`src/rtl/fetch_pkg.sv`:
```
// Shared definitions for the fetch/issue stage and the decode stage that consumes its opcodes.
package fetch_pkg;

  typedef enum logic [1:0] {
    IDLE   = 2'd0,
    FETCH  = 2'd1,
    HALTED = 2'd2
  } fetch_state_e;

  localparam int OPCODE_W   = 6;
  localparam int OPCODE_MSB = 31;

  localparam logic [OPCODE_W-1:0] HALT_OPCODE_DEF = 6'b111111;
  localparam logic [OPCODE_W-1:0] OP_RTYPE        = 6'b000000;

  // Saturating 32-bit increment for event counters
  function automatic logic [31:0] sat_inc32(input logic [31:0] v);
    return (v == 32'hFFFF_FFFF) ? v : v + 32'd1;
  endfunction

endpackage

```
`src/rtl/instr_fetch_issue_buffer.sv`:
```
// instr_buffer: DEPTH-entry synchronous FIFO of {pc, word} with push, pop and flush.
// DEPTH must be a power of two so the pointers wrap naturally.
module instr_buffer #(
  parameter int DEPTH = 2,
  parameter int AW    = 32,
  parameter int DW    = 32,
  localparam int PTR_W = $clog2(DEPTH),
  localparam int CNT_W = PTR_W + 1
) (
  input  logic             clk,
  input  logic             rst,
  input  logic             i_push,
  input  logic [AW-1:0]    i_push_pc,
  input  logic [DW-1:0]    i_push_word,
  input  logic             i_pop,
  input  logic             i_flush,
  output logic [AW-1:0]    o_head_pc,
  output logic [DW-1:0]    o_head_word,
  output logic [CNT_W-1:0] o_count,
  output logic             o_empty,
  output logic             o_full
);

  logic [AW-1:0]    r_pc_mem   [DEPTH];
  logic [DW-1:0]    r_word_mem [DEPTH];
  logic [PTR_W-1:0] r_wr_ptr;
  logic [PTR_W-1:0] r_rd_ptr;
  logic [CNT_W-1:0] r_count;
  logic             w_do_push;
  logic             w_do_pop;

  assign o_empty   = (r_count == '0);
  assign o_full    = (r_count == CNT_W'(DEPTH));
  assign o_count   = r_count;
  assign w_do_push = i_push && !o_full;
  assign w_do_pop  = i_pop && !o_empty;

  assign o_head_pc   = r_pc_mem[r_rd_ptr];
  assign o_head_word = r_word_mem[r_rd_ptr];

  // Pointers and occupancy; flush empties the FIFO regardless of push/pop
  always_ff @(posedge clk or posedge rst) begin
    if (rst) begin
      r_wr_ptr <= '0;
      r_rd_ptr <= '0;
      r_count  <= '0;
    end else if (i_flush) begin
      r_wr_ptr <= '0;
      r_rd_ptr <= '0;
      r_count  <= '0;
    end else begin
      if (w_do_push) r_wr_ptr <= r_wr_ptr + PTR_W'(1);
      if (w_do_pop)  r_rd_ptr <= r_rd_ptr + PTR_W'(1);
      unique case ({w_do_push, w_do_pop})
        2'b10:   r_count <= r_count + CNT_W'(1);
        2'b01:   r_count <= r_count - CNT_W'(1);
        default: r_count <= r_count;
      endcase
    end
  end

  // Entry storage; contents are only meaningful below the occupancy count
  always_ff @(posedge clk) begin
    if (w_do_push) begin
      r_pc_mem[r_wr_ptr]   <= i_push_pc;
      r_word_mem[r_wr_ptr] <= i_push_word;
    end
  end

endmodule

```
`src/rtl/instr_fetch_issue.sv`:
```
// instr_fetch_issue: owns the PC, reads instruction memory (1-cycle latency), buffers
// returned words and issues them to decode with a valid/ready handshake.
// Optional build macro FETCH_ISSUE_STATS_EN adds issued_count and stall_cycles outputs.
module instr_fetch_issue
  import fetch_pkg::*;
#(
  parameter int                  ADDR_W      = 32,
  parameter int                  DATA_W      = 32,
  parameter int                  PC_STEP     = 4,
  parameter logic [ADDR_W-1:0]   RESET_PC    = '0,
  parameter int                  BUF_DEPTH   = 2,
  parameter logic [OPCODE_W-1:0] HALT_OPCODE = HALT_OPCODE_DEF
) (
  input  logic                clk,
  input  logic                rst,
  input  logic                start,
  input  logic                redirect_valid,
  input  logic [ADDR_W-1:0]   redirect_pc,
  output logic                imem_req,
  output logic [ADDR_W-1:0]   imem_addr,
  input  logic [DATA_W-1:0]   imem_rdata,
  output logic                instr_valid,
  input  logic                instr_ready,
  output logic [DATA_W-1:0]   instr,
  output logic [ADDR_W-1:0]   instr_pc,
  output logic [OPCODE_W-1:0] opcode,
  output logic                running
`ifdef FETCH_ISSUE_STATS_EN
  ,
  output logic [31:0]         issued_count,
  output logic [31:0]         stall_cycles
`endif
);

  localparam int CNT_W = $clog2(BUF_DEPTH) + 1;

  fetch_state_e      r_state;
  fetch_state_e      w_state_nxt;
  logic [ADDR_W-1:0] r_pc;
  logic [ADDR_W-1:0] r_req_addr;
  logic              r_inflight;
  logic              r_req_epoch;
  logic              r_epoch;

  logic              w_req;
  logic              w_flush;
  logic              w_epoch_flip;
  logic              w_fire;
  logic              w_halt_fire;
  logic              w_push;
  logic              w_has_room;
  logic [CNT_W:0]    w_fill;
  logic [CNT_W:0]    w_limit;

  logic [ADDR_W-1:0] w_head_pc;
  logic [DATA_W-1:0] w_head_word;
  logic [CNT_W-1:0]  w_occ;
  logic              w_empty;
  logic              w_full;

  assign w_fire      = !w_empty && instr_ready;
  assign w_halt_fire = w_fire && (r_state == FETCH) &&
                       (w_head_word[DATA_W-1 -: OPCODE_W] == HALT_OPCODE);

  // A request is allowed when every outstanding word still has a slot to land in.
  // A pop this cycle frees a slot before the response arrives, which keeps
  // one instruction per cycle flowing with a two-entry buffer.
  assign w_fill     = {1'b0, w_occ} + {{CNT_W{1'b0}}, r_inflight};
  assign w_limit    = (CNT_W+1)'(BUF_DEPTH) + {{CNT_W{1'b0}}, w_fire};
  assign w_has_room = (w_fill < w_limit);

  // Responses from a request issued before a redirect/halt carry a stale epoch
  assign w_push = r_inflight && (r_req_epoch == r_epoch) && !w_full;

  // State register
  always_ff @(posedge clk or posedge rst) begin
    if (rst) r_state <= IDLE;
    else     r_state <= w_state_nxt;
  end

  // Next state, fetch request and flush decisions
  always_comb begin
    w_state_nxt  = r_state;
    w_req        = 1'b0;
    w_flush      = 1'b0;
    w_epoch_flip = 1'b0;
    unique case (r_state)
      IDLE: begin
        if (start) w_state_nxt = FETCH;
      end
      FETCH: begin
        if (redirect_valid) begin
          w_flush      = 1'b1;
          w_epoch_flip = 1'b1;
        end else if (w_halt_fire) begin
          w_state_nxt  = HALTED;
          w_flush      = 1'b1;
          w_epoch_flip = 1'b1;
        end else begin
          w_req = w_has_room;
        end
      end
      HALTED: begin
        if (redirect_valid) begin
          w_state_nxt  = FETCH;
          w_flush      = 1'b1;
          w_epoch_flip = 1'b1;
        end
      end
      default: w_state_nxt = IDLE;
    endcase
  end

  // PC, in-flight tracking and epoch; a redirect loads the PC in every state
  always_ff @(posedge clk or posedge rst) begin
    if (rst) begin
      r_pc        <= RESET_PC;
      r_inflight  <= 1'b0;
      r_req_epoch <= 1'b0;
      r_epoch     <= 1'b0;
    end else begin
      if (redirect_valid) r_pc <= redirect_pc;
      else if (w_req)     r_pc <= r_pc + ADDR_W'(PC_STEP);
      r_inflight <= w_req;
      if (w_req)        r_req_epoch <= r_epoch;
      if (w_epoch_flip) r_epoch     <= ~r_epoch;
    end
  end

  // Address of the outstanding request, paired with its data on return
  always_ff @(posedge clk) begin
    if (w_req) r_req_addr <= r_pc;
  end

  instr_buffer #(
    .DEPTH (BUF_DEPTH),
    .AW    (ADDR_W),
    .DW    (DATA_W)
  ) u_buf (
    .clk         (clk),
    .rst         (rst),
    .i_push      (w_push),
    .i_push_pc   (r_req_addr),
    .i_push_word (imem_rdata),
    .i_pop       (w_fire),
    .i_flush     (w_flush),
    .o_head_pc   (w_head_pc),
    .o_head_word (w_head_word),
    .o_count     (w_occ),
    .o_empty     (w_empty),
    .o_full      (w_full)
  );

  assign imem_req    = w_req;
  assign imem_addr   = r_pc;
  assign instr_valid = !w_empty;
  assign instr       = w_empty ? '0 : w_head_word;
  assign instr_pc    = w_empty ? '0 : w_head_pc;
  assign opcode      = instr[DATA_W-1 -: OPCODE_W];
  assign running     = (r_state == FETCH);

`ifdef FETCH_ISSUE_STATS_EN
  // Issue and back-pressure counters; they survive redirects and only clear on reset
  always_ff @(posedge clk or posedge rst) begin
    if (rst) begin
      issued_count <= '0;
      stall_cycles <= '0;
    end else begin
      if (w_fire)                  issued_count <= sat_inc32(issued_count);
      if (!w_empty && !instr_ready) stall_cycles <= sat_inc32(stall_cycles);
    end
  end
`endif

endmodule

```
`config.mk`:
```
export PLATFORM = sky130hd
export DESIGN_NAME = instr_fetch_issue
export DESIGN_NICKNAME = d
export VERILOG_FILES = /design/src/rtl/fetch_pkg.sv /design/src/rtl/instr_fetch_issue_buffer.sv /design/src/rtl/instr_fetch_issue.sv
export SDC_FILE = /design/constraint.sdc
export NUM_CORES = 1
export LEC_CHECK = 0
export BUFFER_PORTS_ARGS = -buffer_cell sky130_fd_sc_hd__buf_2
export CELL_PAD_IN_SITES_DETAIL_PLACEMENT = 2
export CELL_PAD_IN_SITES_GLOBAL_PLACEMENT = 2
export CORE_MARGIN = 2
export CORE_UTILIZATION = 30
export DETAILED_ROUTE_END_ITERATION = 6
export PLACE_DENSITY_LB_ADDON = 0.1
export SYNTH_ARGS = -nofsm -noshare
export SYNTH_HDL_FRONTEND = slang
export SYNTH_SLANG_ARGS = --single-unit
```
`constraint.sdc`:
```
create_clock -name clk -period 10 [get_ports clk]
set_clock_uncertainty 0.2 [all_clocks]
set_input_delay 0.5 -clock clk [delete_from_list [all_inputs] [get_ports clk]]
set_output_delay 0.5 -clock clk [all_outputs]
set_load 0.01 [all_outputs]
```
==> results of run 1 <==
## metrics by stage
stage,utilization [%],hold WS (ps),cell area [um^2],std cells,power [W]
after detailed placement,35.0,236,9740,1140,0.00210
final,38.8,26.0,10800,1216,0.00292
after global placement,35.0,223,9740,1140,0.00206
after CTS,38.8,0.0365,10800,1216,0.00298
after floorplan,-,221,8490,620,0.00173
after global routing,38.8,13.0,10800,1216,0.00310
## synth_stat cells, types with 2 or more instances
| cell | instances |
|---|---|
| a21oi_1 | 3 |
| a221oi_1 | 4 |
| a31oi_1 | 24 |
| and3_1 | 5 |
| and4_1 | 4 |
| buf_1 | 6 |
| buf_2 | 2 |
| buf_4 | 6 |
| clkbuf_1 | 22 |
| dfrtp_1 | 41 |
| edfxtp_1 | 160 |
| ha_1 | 8 |
| inv_1 | 11 |
| mux2_2 | 3 |
| mux2i_1 | 64 |
| nand2_1 | 19 |
| nand2b_1 | 2 |
| nand3_1 | 21 |
| nand3b_1 | 3 |
| nand4_1 | 11 |
| nor2_1 | 102 |
| nor2b_1 | 6 |
| nor3_1 | 2 |
| nor3b_1 | 3 |
| o2111ai_1 | 2 |
| o211ai_1 | 3 |
| o21a_1 | 2 |
| o21ai_0 | 10 |
| o31ai_1 | 21 |
| or4_1 | 24 |
| or4_2 | 3 |
| xnor2_1 | 4 |
## flip-flops by register name, indices dropped and copies added, names as in the netlist
name and flops:
u_buf.r_pc_mem 64, u_buf.r_word_mem 64, imem_addr 32, r_req_addr 32
r_state 2, u_buf.o_count 2, r_epoch 1, r_inflight 1
r_req_epoch 1, u_buf.r_rd_ptr 1, u_buf.r_wr_ptr 1
## routing by layer
metal / global-route usage, % / vias up
met3: 2.38 / 28
li1: - / 2763
met2: 30.1 / 125
met4: 3.76 / 2
met1: 20.4 / 3008
met5: 0 / -
## area by class of cell
| cell class | count | area [um^2] | share of cell area [%] |
|---|---|---|---|
| Timing Repair Buffer | 212 | 1240 | 11.4 |
| Inverter | 12 | 45.0 | 0.416 |
| Tap cell | 378 | 473 | 4.37 |
| Clock buffer | 33 | 656 | 6.06 |
| Sequential cell | 201 | 5830 | 53.9 |
| Clock inverter | 11 | 105 | 0.971 |
| Multi-Input combinational cell | 369 | 2470 | 22.8 |
## logic make-up after synthesis
kind of cell | synth area share, %
buf+inv | 2.64
mux | 7.94
fa+ha+maj | 1.18
flops | 68.7
compound gates | 6.25
simple gates | 12.8
xor+xnor | 0.516
## worst paths after layout
check                                           start                              end  slack [ps]  cells past startpoint
max reg2reg                    r_state[1]$_DFFE_PP0P_         imem_addr[5]$_DFFE_PP0P_        6230                      7
min reg2reg                  r_req_addr[31]$_DFFE_PP_  u_buf.r_pc_mem[1][31]$_DFFE_PP_         250                      0
min                                               rst         imem_addr[7]$_DFFE_PP0P_          30                      2
min in group clk                       redirect_pc[1]         imem_addr[1]$_DFFE_PP0P_          30                      2
max                        u_buf.r_rd_ptr$_DFFE_PP0P_                         imem_req        5520                      7
max in group asynchronous                         rst       u_buf.r_rd_ptr$_DFFE_PP0P_        8830                      2
## worst max-delay path, stage by stage, from the launching register on
cell and delay, ps:
dfrtp_4 620, buf_4 790, nand2_1 160, nor2_1 240, o21a_2 870, nor3_2 110
buf_4 270, buf_2 170
## where the power goes
part	switching, W	internal (W)	leakage, nW	total, W
Combinational	0.000550	0.000331	1.84	0.000882
Clock	0.000338	0.000510	0.375	0.000848
Sequential	0.000105	0.00109	1.91	0.00119
## cells in the final DEF, fill, tap and decap left out, drive strengths merged, types with 4 or more instances in the layout
| master | count |
|---|---|
| nor2 | 102 |
| nand2 | 19 |
| dfrtp | 41 |
| nor2b | 6 |
| nand4 | 12 |
| o31ai | 21 |
| and3 | 5 |
| clkbuf | 33 |
| o21ai | 12 |
| inv | 13 |
| xnor2 | 4 |
| nand3 | 21 |
| ha | 8 |
| and4 | 4 |
| edfxtp | 160 |
| mux2i | 64 |
| buf | 180 |
| or4 | 28 |
| dlygate4sd3 | 32 |
| clkinv | 8 |
| a221oi | 4 |
| a31oi | 24 |
==> results.ini, run 1 <==
[timing]
min_period_ps=4480
setup_tns_ps=0
slew_violations=0
rsz0062_at_grt=no
report.final.setup_viol=0
setup_slack_ps=5520
clock.fmax_ghz=0.223
slew_headroom_pct=18.7
worstMarginPinSlew_ps=1220
finalHoldViolations=0
post-route-period-util_pct=44.8

[power_and_ir_drop]
power.density_nw_per_um2=270
max-vdd-ir-drop_mv=0.0998
leakage_nw=4.13

[global_routing]
grt_pass1_vias=6511
grt_pass1_wl_um=37100
gr-total-overflow=0
grt_max_degree=66
grtUsageTotal_pct=16.4
antenna_found_initial=1

[finish]
drive_above_1_share_pct=27.7
fin_nets=897
n_antenna_cell=0
area_growth_pct=27.4
fillers=2871

[clocking]
cts_buffers=24
htreeDepth=1
hold_buffers=32
worst_setup_hold_path_clk_slew_ps=60
insertion_delay_ps=510
clock_path_buffers=3
cts_tree=done
cts.sinks=201
postCtsSetupRepairBufs=0
ctsResizeCount=0
clockRootBuffer=clkbuf_16

[floorplanning]
core_area_um2=27900
initial_core_util_pct=30.5
dieArea_um2=29700
num_rows=61
ios=174
die_w_um=172
die_h_um=172

[placed_design]
globalplace.congestion=0.725
portBuffers=173
hpwl_um=16000
pre_cts_slack_ps=5950

[critical_path]
cp_max_fo=61
cp-start-kind=flip-flop
worstPathArrival_ps=3780
worstSetupPathType=flip-flop to output port
required_ps=9300
cp-end-kind=output port

[route]
wire_per_inst_um=20.0
routed.top_layer=met5
met3_length_um=1090
wl_met2_um=12400
ant_nets=0
vias=5926
dr.pass1.iters=4
via_per_inst=4.87
drc=0
drt_iter0_drc=348
met1_length_um=10500
wl_um=24300

[logic_synthesis]
syn_avg_cell_area_um2=13.7
yosysSeqAreaShare_pct=68.7
syn-instance-count=620
synth_top_area_share_pct=56.6
synthDistinctLibCells=51
synth-edff-count=160
async_flop_share_pct=20.4
syn_nets=697
ys.flop_type=edfxtp_1
ys_top_cells_by_area=edfxtp_1 57%, dfrtp_1 12%, mux2i_1 7.5%
syn_area_um2=8490
yosysTopAreaCell=edfxtp_1
ys_warn_count=0
ys_seq_elements=201

[status]
status=complete, no violations

[job]
maxCapViolCount=0

[hold_path]
hold_path_class=input port to asynchronous set/reset pin

Power figures use the tool's default switching activity.
==> run 2, diff against run 1 <==
==> constraint.sdc (replaced) <==
create_clock -name clk -period 4.1 [get_ports clk]
set_clock_uncertainty 0.2 [all_clocks]
set_input_delay 0.205 -clock clk [delete_from_list [all_inputs] [get_ports clk]]
set_output_delay 0.205 -clock clk [all_outputs]
set_load 0.01 [all_outputs]
==> run 2 against run 1 <==
Net effect: first-iteration DRC count down 33%; sequential power up 150%; final area is 3.5% higher; worst setup slack worse by 4700 ps; power up 150%; clock-buffer cell count increased by 1; sequential share of layout area fell by 1.8 points; cell count rose by 3.0%; critical path type unchanged; largest cell class unchanged; largest power group unchanged.
==> results.ini, run 2 (same netlist as run 1, synthesis figures left out) <==
[placed_design]
globalplace.congestion=0.750  ; +3.4%
hpwl_um=15700  ; -1.8%
pre_cts_slack_ps=960  ; -4990 ps
portBuffers=173  ; unchanged
dpl-instance-area_um2=9750  ; +0.14%

[finish]
drive_above_1_share_pct=26.9  ; -0.80 points
fin_util_pct=40.2  ; +1.4 points
finish.instance_area_um2=11200  ; +3.5%
regArea_um2=5830  ; unchanged
fillers=2874  ; +0.10%
multi_input_area_um2=2470  ; +0.25%
final_common_cell=buf_2
top_regs=u_buf.r_pc_mem x64, u_buf.r_word_mem x64
n_antenna_cell=0  ; unchanged
area_growth_pct=31.9
fin_nets=933  ; +4.0%
final_cell_mix=173 x buf_2, 160 x edfxtp_1, 99 x nor2_1, 67 x dlygate4sd3_1, 64 x mux2i_1

[power_and_ir_drop]
leakage_nw=4.29  ; +3.8%
max-vdd-ir-drop_mv=0.266  ; +170%
power.density_nw_per_um2=640  ; +140%

[global_routing]
grt_pass1_wl_um=37800  ; +2.0%
gr-total-overflow=0  ; unchanged
grt_max_degree=66  ; unchanged
grt_pass1_vias=6678  ; +2.6%
antenna_found_initial=0  ; -1
grtUsageTotal_pct=16.6  ; +0.22 points

[status]
status=complete, no violations

[clocking]
hold_buffers=67  ; +110%
insertion_delay_ps=510  ; about the same
postCtsSetupRepairBufs=0  ; unchanged
htreeDepth=1  ; unchanged
worst_setup_hold_path_clk_slew_ps=60  ; about the same
clockRootBuffer=clkbuf_16
cts.sinks=201  ; unchanged
cts_tree=done
ctsResizeCount=0  ; unchanged
clock_path_buffers=3  ; unchanged
cts_buffers=24  ; unchanged

[timing]
worstMarginPinSlew_ps=1020  ; -194 ps
post-route-period-util_pct=79.3
rsz0062_at_grt=no
report.final.setup_viol=0  ; unchanged
clock.fmax_ghz=0.308
setup_tns_ps=0  ; unchanged
slew_violations=0  ; unchanged
min_period_ps=3250
slew_headroom_pct=31.8  ; +13 points
setup_slack_ps=849  ; -4670 ps
finalHoldViolations=0  ; unchanged

[critical_path]
crit_top_cell=inv_1
cp-end-kind=output port
crit_chain=inv_1 -> ha_1 -> inv_1 -> nor2_1 -> nand2_1 -> nor3_4 -> buf_2
path_delay_family=simple AND/OR/NAND/NOR gates
cp_max_fo=11  ; -82%
cp-start-kind=flip-flop
required_ps=3690  ; -5610 ps
slowest_delay_ps=630  ; -240 ps
worstSetupPathType=flip-flop to output port
path_buf_inv=3  ; unchanged
worstPathArrival_ps=2850  ; -930 ps
worst_path_max_delay_cell=nor3_4

[route]
ant_nets=0  ; unchanged
via_per_inst=4.86  ; -0.32%
vias=6082  ; +2.6%
wl_um=24600  ; +1.0%
wire_per_inst_um=19.6  ; -1.9%
drt_iter0_drc=232  ; -33%
dr.pass1.iters=4  ; unchanged
drc=0  ; unchanged

[floorplanning]
num_rows=61  ; unchanged
initial_core_util_pct=30.5  ; unchanged
dieArea_um2=29700  ; unchanged
die_w_um=172  ; unchanged
die_h_um=172  ; unchanged
core_area_um2=27900  ; unchanged
ios=174  ; unchanged

[job]
maxCapViolCount=0  ; unchanged

[hold_path]
hold_path_class=input port to flip-flop

## run 2: worst paths after layout
check / from / endpoint / cells after the start / slack [ps]
max in group asynchronous: rst / u_buf.r_rd_ptr$_DFFE_PP0P_ / 3 / 2670
min: redirect_valid / imem_addr[2]$_DFFE_PP0P_ / 3 / 90
min reg2reg: r_req_addr[19]$_DFFE_PP_ / u_buf.r_pc_mem[1][19]$_DFFE_PP_ / 0 / 240
max reg2reg: r_state[1]$_DFFE_PP0P_ / imem_addr[8]$_DFFE_PP0P_ / 7 / 920
min in group asynchronous: rst / imem_addr[16]$_DFFE_PP0P_ / 3 / 290
max: r_state[1]$_DFFE_PP0P_ / imem_req / 7 / 850
## run 2: area by class of cell
class,instances,area share (%)
clock buffer,34,5.96
clock inverter,10,0.994
inverter,12,0.402
multi-input combinational,369,22.1
sequential,201,52.1
tap,378,4.22
timing repair buffer,248,14.3
## run 2: report_power, final
| group | internal (W) | switching, W |
|---|---|---|
| logic | 0.000832 | 0.00133 |
| registers | 0.00265 | 0.000281 |
| clock network | 0.00126 | 0.000817 |
## run 2: layer usage
layer	track usage, %	wire length [um]
met2	30.2	12600
met3	2.54	897
met1	20.7	10600
met5	0	0
met4	4.20	519
## run 2: worst reg2reg max path, delay by kind of cell, from the launching register on
kind,cells,cell delay (ps)
AND/OR/NAND/NOR,3,1760
flip-flops,1,420
buffers and inverters,2,240
adder cells (fa/ha/maj),1,300
AO/OA/AOI/OAI,1,180
## run 2: stage by stage
step,total power (W),cells,hold slack [ps]
floorplan,0.00422,620,104
global placement,0.00504,1141,194
detailed placement,0.00514,1141,197
CTS,0.00730,1252,95.1
global route,0.00762,1252,143
finish,0.00717,1252,85.2
